**config.mk**
```make
export PLATFORM = sky130hd
export DESIGN_NAME = display_scan_driver
export DESIGN_NICKNAME = d
export VERILOG_FILES = /design/src/rtl/display_scan_driver.sv
export SDC_FILE = /design/constraint.sdc
export NUM_CORES = 1
export LEC_CHECK = 0
export ABC_CLOCK_PERIOD_IN_PS = 3400
export CORE_MARGIN = 8
export CORE_UTILIZATION = 46
export DETAILED_ROUTE_END_ITERATION = 10
export PLACE_DENSITY_LB_ADDON = 0.15
export SLEW_MARGIN = 15
export SYNTH_ARGS = -nofsm -noshare
export SYNTH_HDL_FRONTEND = slang
export SYNTH_SLANG_ARGS = --single-unit
```
**constraint.sdc**
```tcl
create_clock -name CLK -period 3.4 [get_ports CLK]
set_clock_uncertainty 0.2 [all_clocks]
set_input_delay 0.51 -clock CLK [delete_from_list [all_inputs] [get_ports CLK]]
set_output_delay 0.51 -clock CLK [all_outputs]
set_load 0.1 [all_outputs]
```
**src/rtl/display_scan_driver.sv**
```systemverilog
// display_scan_driver
//   Time-multiplexes eight seven-segment digit patterns onto one shared
//   active-low segment bus with eight active-low one-hot digit enables.
//   Each digit slot begins with a blank interval to suppress ghosting.
//   A player's four digits blink while that player's overflow flag is set.
//
// Ports
//   CLK            system clock, rising edge
//   CLR            synchronous active-high reset (dominates CE)
//   CE             clock enable; all state advances only when high
//   seg0_0..seg0_3 player-0 digit patterns (1 = segment lit)
//   seg1_0..seg1_3 player-1 digit patterns (1 = segment lit)
//   OVERFLOW1      player-0 expired; blink digits 0-3
//   OVERFLOW2      player-1 expired; blink digits 4-7
//   SEGS           shared segment bus, active-low
//   AN             digit enables, active-low one-hot (8'hFF = all off)
//   FRAME          one-cycle pulse after the last slot of each frame
module display_scan_driver #(
  parameter int unsigned SCAN_DIV     = 4,
  parameter int unsigned BLANK_CYCLES = 1,
  parameter int unsigned BLINK_DIV    = 16
) (
  input  logic       CLK,
  input  logic       CLR,
  input  logic       CE,
  input  logic [6:0] seg0_0,
  input  logic [6:0] seg0_1,
  input  logic [6:0] seg0_2,
  input  logic [6:0] seg0_3,
  input  logic [6:0] seg1_0,
  input  logic [6:0] seg1_1,
  input  logic [6:0] seg1_2,
  input  logic [6:0] seg1_3,
  input  logic       OVERFLOW1,
  input  logic       OVERFLOW2,
  output logic [6:0] SEGS,
  output logic [7:0] AN,
  output logic       FRAME
);

  localparam int unsigned PW = $clog2(SCAN_DIV);
  localparam int unsigned FW = (BLINK_DIV > 1) ? $clog2(BLINK_DIV) : 1;

  localparam logic [PW-1:0] PRE_LAST  = PW'(SCAN_DIV - 1);
  localparam logic [PW-1:0] PRE_BLANK = PW'(BLANK_CYCLES);
  localparam logic [FW-1:0] FCNT_LAST = FW'(BLINK_DIV - 1);

  logic [PW-1:0] r_pre;
  logic [2:0]    r_idx;
  logic [FW-1:0] r_fcnt;
  logic          r_bph;
  logic [6:0]    r_lpat;
  logic          r_lblk;
  logic [6:0]    r_segs;
  logic [7:0]    r_an;
  logic          r_frame;

  logic          w_slot_end;
  logic          w_frame_end;
  logic [6:0]    w_pat;
  logic          w_ovf;

  assign w_slot_end  = (r_pre == PRE_LAST);
  assign w_frame_end = w_slot_end && (r_idx == 3'd7);

  always_comb begin
    w_pat = '0;
    unique case (r_idx)
      3'd0: w_pat = seg0_0;
      3'd1: w_pat = seg0_1;
      3'd2: w_pat = seg0_2;
      3'd3: w_pat = seg0_3;
      3'd4: w_pat = seg1_0;
      3'd5: w_pat = seg1_1;
      3'd6: w_pat = seg1_2;
      3'd7: w_pat = seg1_3;
    endcase
  end

  assign w_ovf = r_idx[2] ? OVERFLOW2 : OVERFLOW1;

  // Scan position, frame and blink counters
  always_ff @(posedge CLK) begin
    if (CLR) begin
      r_pre  <= '0;
      r_idx  <= '0;
      r_fcnt <= '0;
      r_bph  <= 1'b0;
    end else if (CE) begin
      r_pre <= w_slot_end ? '0 : r_pre + 1'b1;
      if (w_slot_end)
        r_idx <= r_idx + 3'd1;
      if (w_frame_end) begin
        if (r_fcnt == FCNT_LAST) begin
          r_fcnt <= '0;
          r_bph  <= ~r_bph;
        end else begin
          r_fcnt <= r_fcnt + 1'b1;
        end
      end
    end
  end

  // Pattern and blank flag are captured once per slot so input changes
  // mid-slot only show up on that digit's next slot.
  always_ff @(posedge CLK) begin
    if (CLR) begin
      r_lpat <= '0;
      r_lblk <= 1'b0;
    end else if (CE && (r_pre == '0)) begin
      r_lpat <= w_pat;
      r_lblk <= r_bph & w_ovf;
    end
  end

  // Output register uses the pre-update pre/idx/lblk; the blank interval
  // at pre=0 hides the stale lpat on the latch cycle.
  always_ff @(posedge CLK) begin
    if (CLR) begin
      r_an    <= '1;
      r_segs  <= '1;
      r_frame <= 1'b0;
    end else begin
      r_frame <= CE && w_frame_end;
      if (CE) begin
        if ((r_pre < PRE_BLANK) || r_lblk) begin
          r_an   <= '1;
          r_segs <= '1;
        end else begin
          r_an   <= ~(8'b1 << r_idx);
          r_segs <= ~r_lpat;
        end
      end
    end
  end

  assign SEGS  = r_segs;
  assign AN    = r_an;
  assign FRAME = r_frame;

endmodule
```
==> summary.md <==
| Metric | Value |
|---|---|
| Max stage delay on crit path | `0.48 ns` |
| Net Count, Synth | `283` |
| CTS hold repair buffers | `0` |
| Detailed-route wire length | `around 5700 um` |
| Drt pass-1 iters | `5` |
| Synth top area share | `0.369` |
| Final worst slack | `slightly above 1 ns` |
| Num Clock Sinks | `34` |
| First DRT Iteration DRCs | `172` |
| Count of pins over their slew limit | `0` |
| Remaining antenna violation count | `0` |
| Logic gate share of total power | `0.174` |
| Flop pwr share | `0.480` |
| Die ar. | `6300 sq um` |
| Wire per inst | `between 15 and 20 um` |
| Via Count | `1842` |
| R2R Path End | `r_lpat[1]` |
| Core ar. | `around 3900 sq um` |
| CTS tree | `built` |
| RSZ-0062 raised after global routing | `false` |
| Gr usage total | `0.182` |
| Crit path capture type | `flip-flop` |
| Worst Setup SP | `r_idx[2]` |
| Final min period | `~2.4 ns` |
| Root buf cell | `clkbuf_8` |
| Leakage power | `0.992 nW` |
| Share of cells above drive strength 1 | `0.172` |
| Clk Latency, worst-skew pair | `~0.28 ns` |
| Setup crit end | `r_lpat[1]` |
| CP arrival | `2.33 ns` |
| Fillers | `365` |
| Initial Util | `0.468` |
| Nets@finish | `355` |
| Global-route wire length before repair | `a little over 9000 um` |
| Post-synth top area cell | `dfxtp_1` |
| Max H-tree Level | `2` |
| Die Wd | `just under 80 um` |
| Post-Syn Instances | `212` |
| Via/cell ratio | `about 5.5` |
| Clk buf depth | `2` |
| Row Count | `23` |
| Max-cap violations | `0` |
| Setup violations, final | `0` |
| Clock slew at reported path FFs | `0.07 ns` |
| Critical-path top delay cell | `dfxtp_1` |
| Hold Fails Final Rpt | `0` |
| Startpoint type of the worst setup path | `flip-flop` |
| Post-Syn Area | `1850 sq um` |
| N_diodes | `0` |
| Antenna violations before repair | `0` |
| Pwr Density | `327 nW/um^2` |
| Pre-CTS setup slack | `0.967 ns` |
| DRC | `0` |
| Switching pwr | `0.209 mW` |
| Synth warnings | `0` |
| Critical Path Fanout Max | `14` |
| R2R Setup Slk | `around 1.0 ns` |
| Mean post-synth cell area | `8.71 sq um` |
| Internal power | `0.660 mW` |
| Postcts setup bufs | `0` |
| IO Pins | `77` |
| Post-CTS sizing | `0` |
| Top post-synthesis cells by area | `dfxtp_1, ha_1, a21oi_1, nor2_1, mux2_2` |
| Die Y | `79.4 um` |
| Length in cells of the worst reg-to-reg path | `6` |
| Num CTS Buffers | `5` |
| CP cell instances | `inv_2 -> ha_1 -> nor4_2 -> nand2_1 -> o21ai_0 -> o21ai_1` |
| Vias in the first global route | `1854` |
| Area Overhead vs Synth | `43.8%` |
| Peak Freq | `between 400 and 500 MHz` |
| Slew Limit Headroom | `0.576` |
| Critical Path RT | `3.37 ns` |
| Worst Tran Pin Value | `roughly 0.63 ns` |
| Port bufs | `76` |
| Fin Setup TNS | `0 ns` |
| Status | `finished clean` |
| Setup CP Type | `reg -> reg` |
| Worst Hold Class | `reg -> reg` |
| Worst VDD drop | `0.000227 V` |
| Final period utilization | `0.696` |
| Largest net degree at the start of global routing | `26` |
| Switching share of power | `0.240` |
| Gpl congestion | `~0.8` |
| GRT Residual Overflow | `0` |
| Register area share after synthesis | `0.369` |
| Clock share of power | `0.346` |
| Synthesized flop and latch total | `34` |
| Reg2reg start | `r_idx[2]` |
| DP Wirelength | `4360 um` |
| Post-synth cell types | `34` |
==> critical path, delay by kind of cell, from the launching register on <==
family	cells	cell delay [ns]
fa+ha+maj	1	0.37
compound gates	2	0.38
flops	1	0.48
simple gates	2	0.65
buf+inv	1	0.16
==> worst min-delay path by stage <==
stage / from / endpoint / slack, ns / cells after the start
finish: r_lblk / r_lblk / 0.28 / 2
global route: r_lblk / r_lblk / 0.28 / 2
CTS: r_lblk / r_lblk / 0.28 / 2
detailed placement: r_lblk / r_lblk / 0.27 / 2
global placement: r_fcnt[1] / r_fcnt[1] / 0.26 / 2
floorplan: r_lblk / r_lblk / 0.24 / 2
==> power groups by stage <==
stage                     logic, mW  registers [mW]  clock network, mW
after CTS                     0.151           0.417              0.312
after global placement        0.148           0.426                  0
after floorplan              0.0492           0.440                  0
final                         0.151           0.417              0.301
after global routing          0.163           0.418              0.332
after detailed placement      0.150           0.426                  0
==> routing by layer <==
layer / share of wire / track usage / wire length [um] / up-vias
met5: 0 / 0 / 0 / -
met4: 0.014 / 0.0519 / 78 / 0
met2: 0.48 / 0.302 / 2720 / 58
met3: 0.059 / 0.0553 / 337 / 10
li1: - / - / - / 905
met1: 0.45 / 0.221 / 2560 / 869
==> cells in the mapped netlist <==
master,instances
clkbuf_1,4
a31oi_1,1
nand4_1,2
nor4_2,1
nor3b_2,1
o21ai_0,10
mux2i_1,1
a22oi_1,7
and3_1,2
xnor2_1,1
and2_1,1
nand2b_1,3
or2_1,1
a222oi_1,7
or2_2,11
o2111a_1,7
nand3b_1,7
xor2_1,2
inv_2,1
buf_6,3
o21ai_1,7
a21oi_1,18
nand3_1,6
nor3_1,1
nand2_1,17
buf_4,3
buf_2,5
nor2_1,22
mux2_2,7
nor2b_4,1
dfxtp_1,34
a311oi_1,3
inv_1,5
ha_1,10
==> metrics by stage <==
stage	cell area, sq um	power, mW	instances	util	hold WS, ns
global placement	2560	0.574	327	0.650	0.263
finish	2660	0.869	335	0.673	0.276
CTS	2660	0.880	335	0.673	0.278
global route	2660	0.913	335	0.673	0.280
detailed placement	2560	0.576	327	0.650	0.271
floorplan	1850	0.489	212	-	0.243
==> sequential cells by signal, indices dropped and copies added (netlist names) <==
name,flops
SEGS,7
r_pre,2
r_lpat,7
r_bph,1
r_idx,3
r_fcnt,4
FRAME,1
r_lblk,1
AN,8
==> layout make-up <==
cell class	count	area [sq um]	area share
Clock buffer	7	86.3	0.0325
Clock inverter	1	5.00	0.00189
Inverter	6	22.5	0.00848
Multi-Input combinational cell	157	1050	0.394
Sequential cell	34	681	0.256
Tap cell	50	62.6	0.0236
Timing Repair Buffer	80	751	0.283
==> cells in the final DEF, fill, tap and decap left out, types with 2 or more instances in the layout <==
cell type         n
a222oi_1          7
o2111a_1          7
or2_2            11
mux2_2            7
o21ai_0          10
a22oi_1           7
a21oi_1          18
o21ai_1           7
buf_4            20
inv_1             5
nand3_1           6
nand2b_1          3
ha_1             10
a311oi_1          3
nand3b_1          7
xor2_1            2
and3_1            2
nor2_1           22
clkdlybuf4s50_1  60
dfxtp_1          34
clkbuf_8          6
nand2_1          17
nand4_1           2
==> kinds of logic (layout without fill, tap and decap cells) <==
| family | count (synthesis) | count (layout) | share of synthesized area |
|---|---|---|---|
| AOI/OAI and AO/OA | 60 | 60 | 0.222 |
| xor gates and xnor gates | 3 | 3 | 0.0142 |
| adders and majority gates | 10 | 10 | 0.0678 |
| DFF | 34 | 34 | 0.369 |
| muxes | 8 | 8 | 0.0481 |
| buffers and inverters | 21 | 94 | 0.0644 |
| and+or+nand+nor | 76 | 76 | 0.215 |
Note: power is estimated with default switching activity, not from simulation.
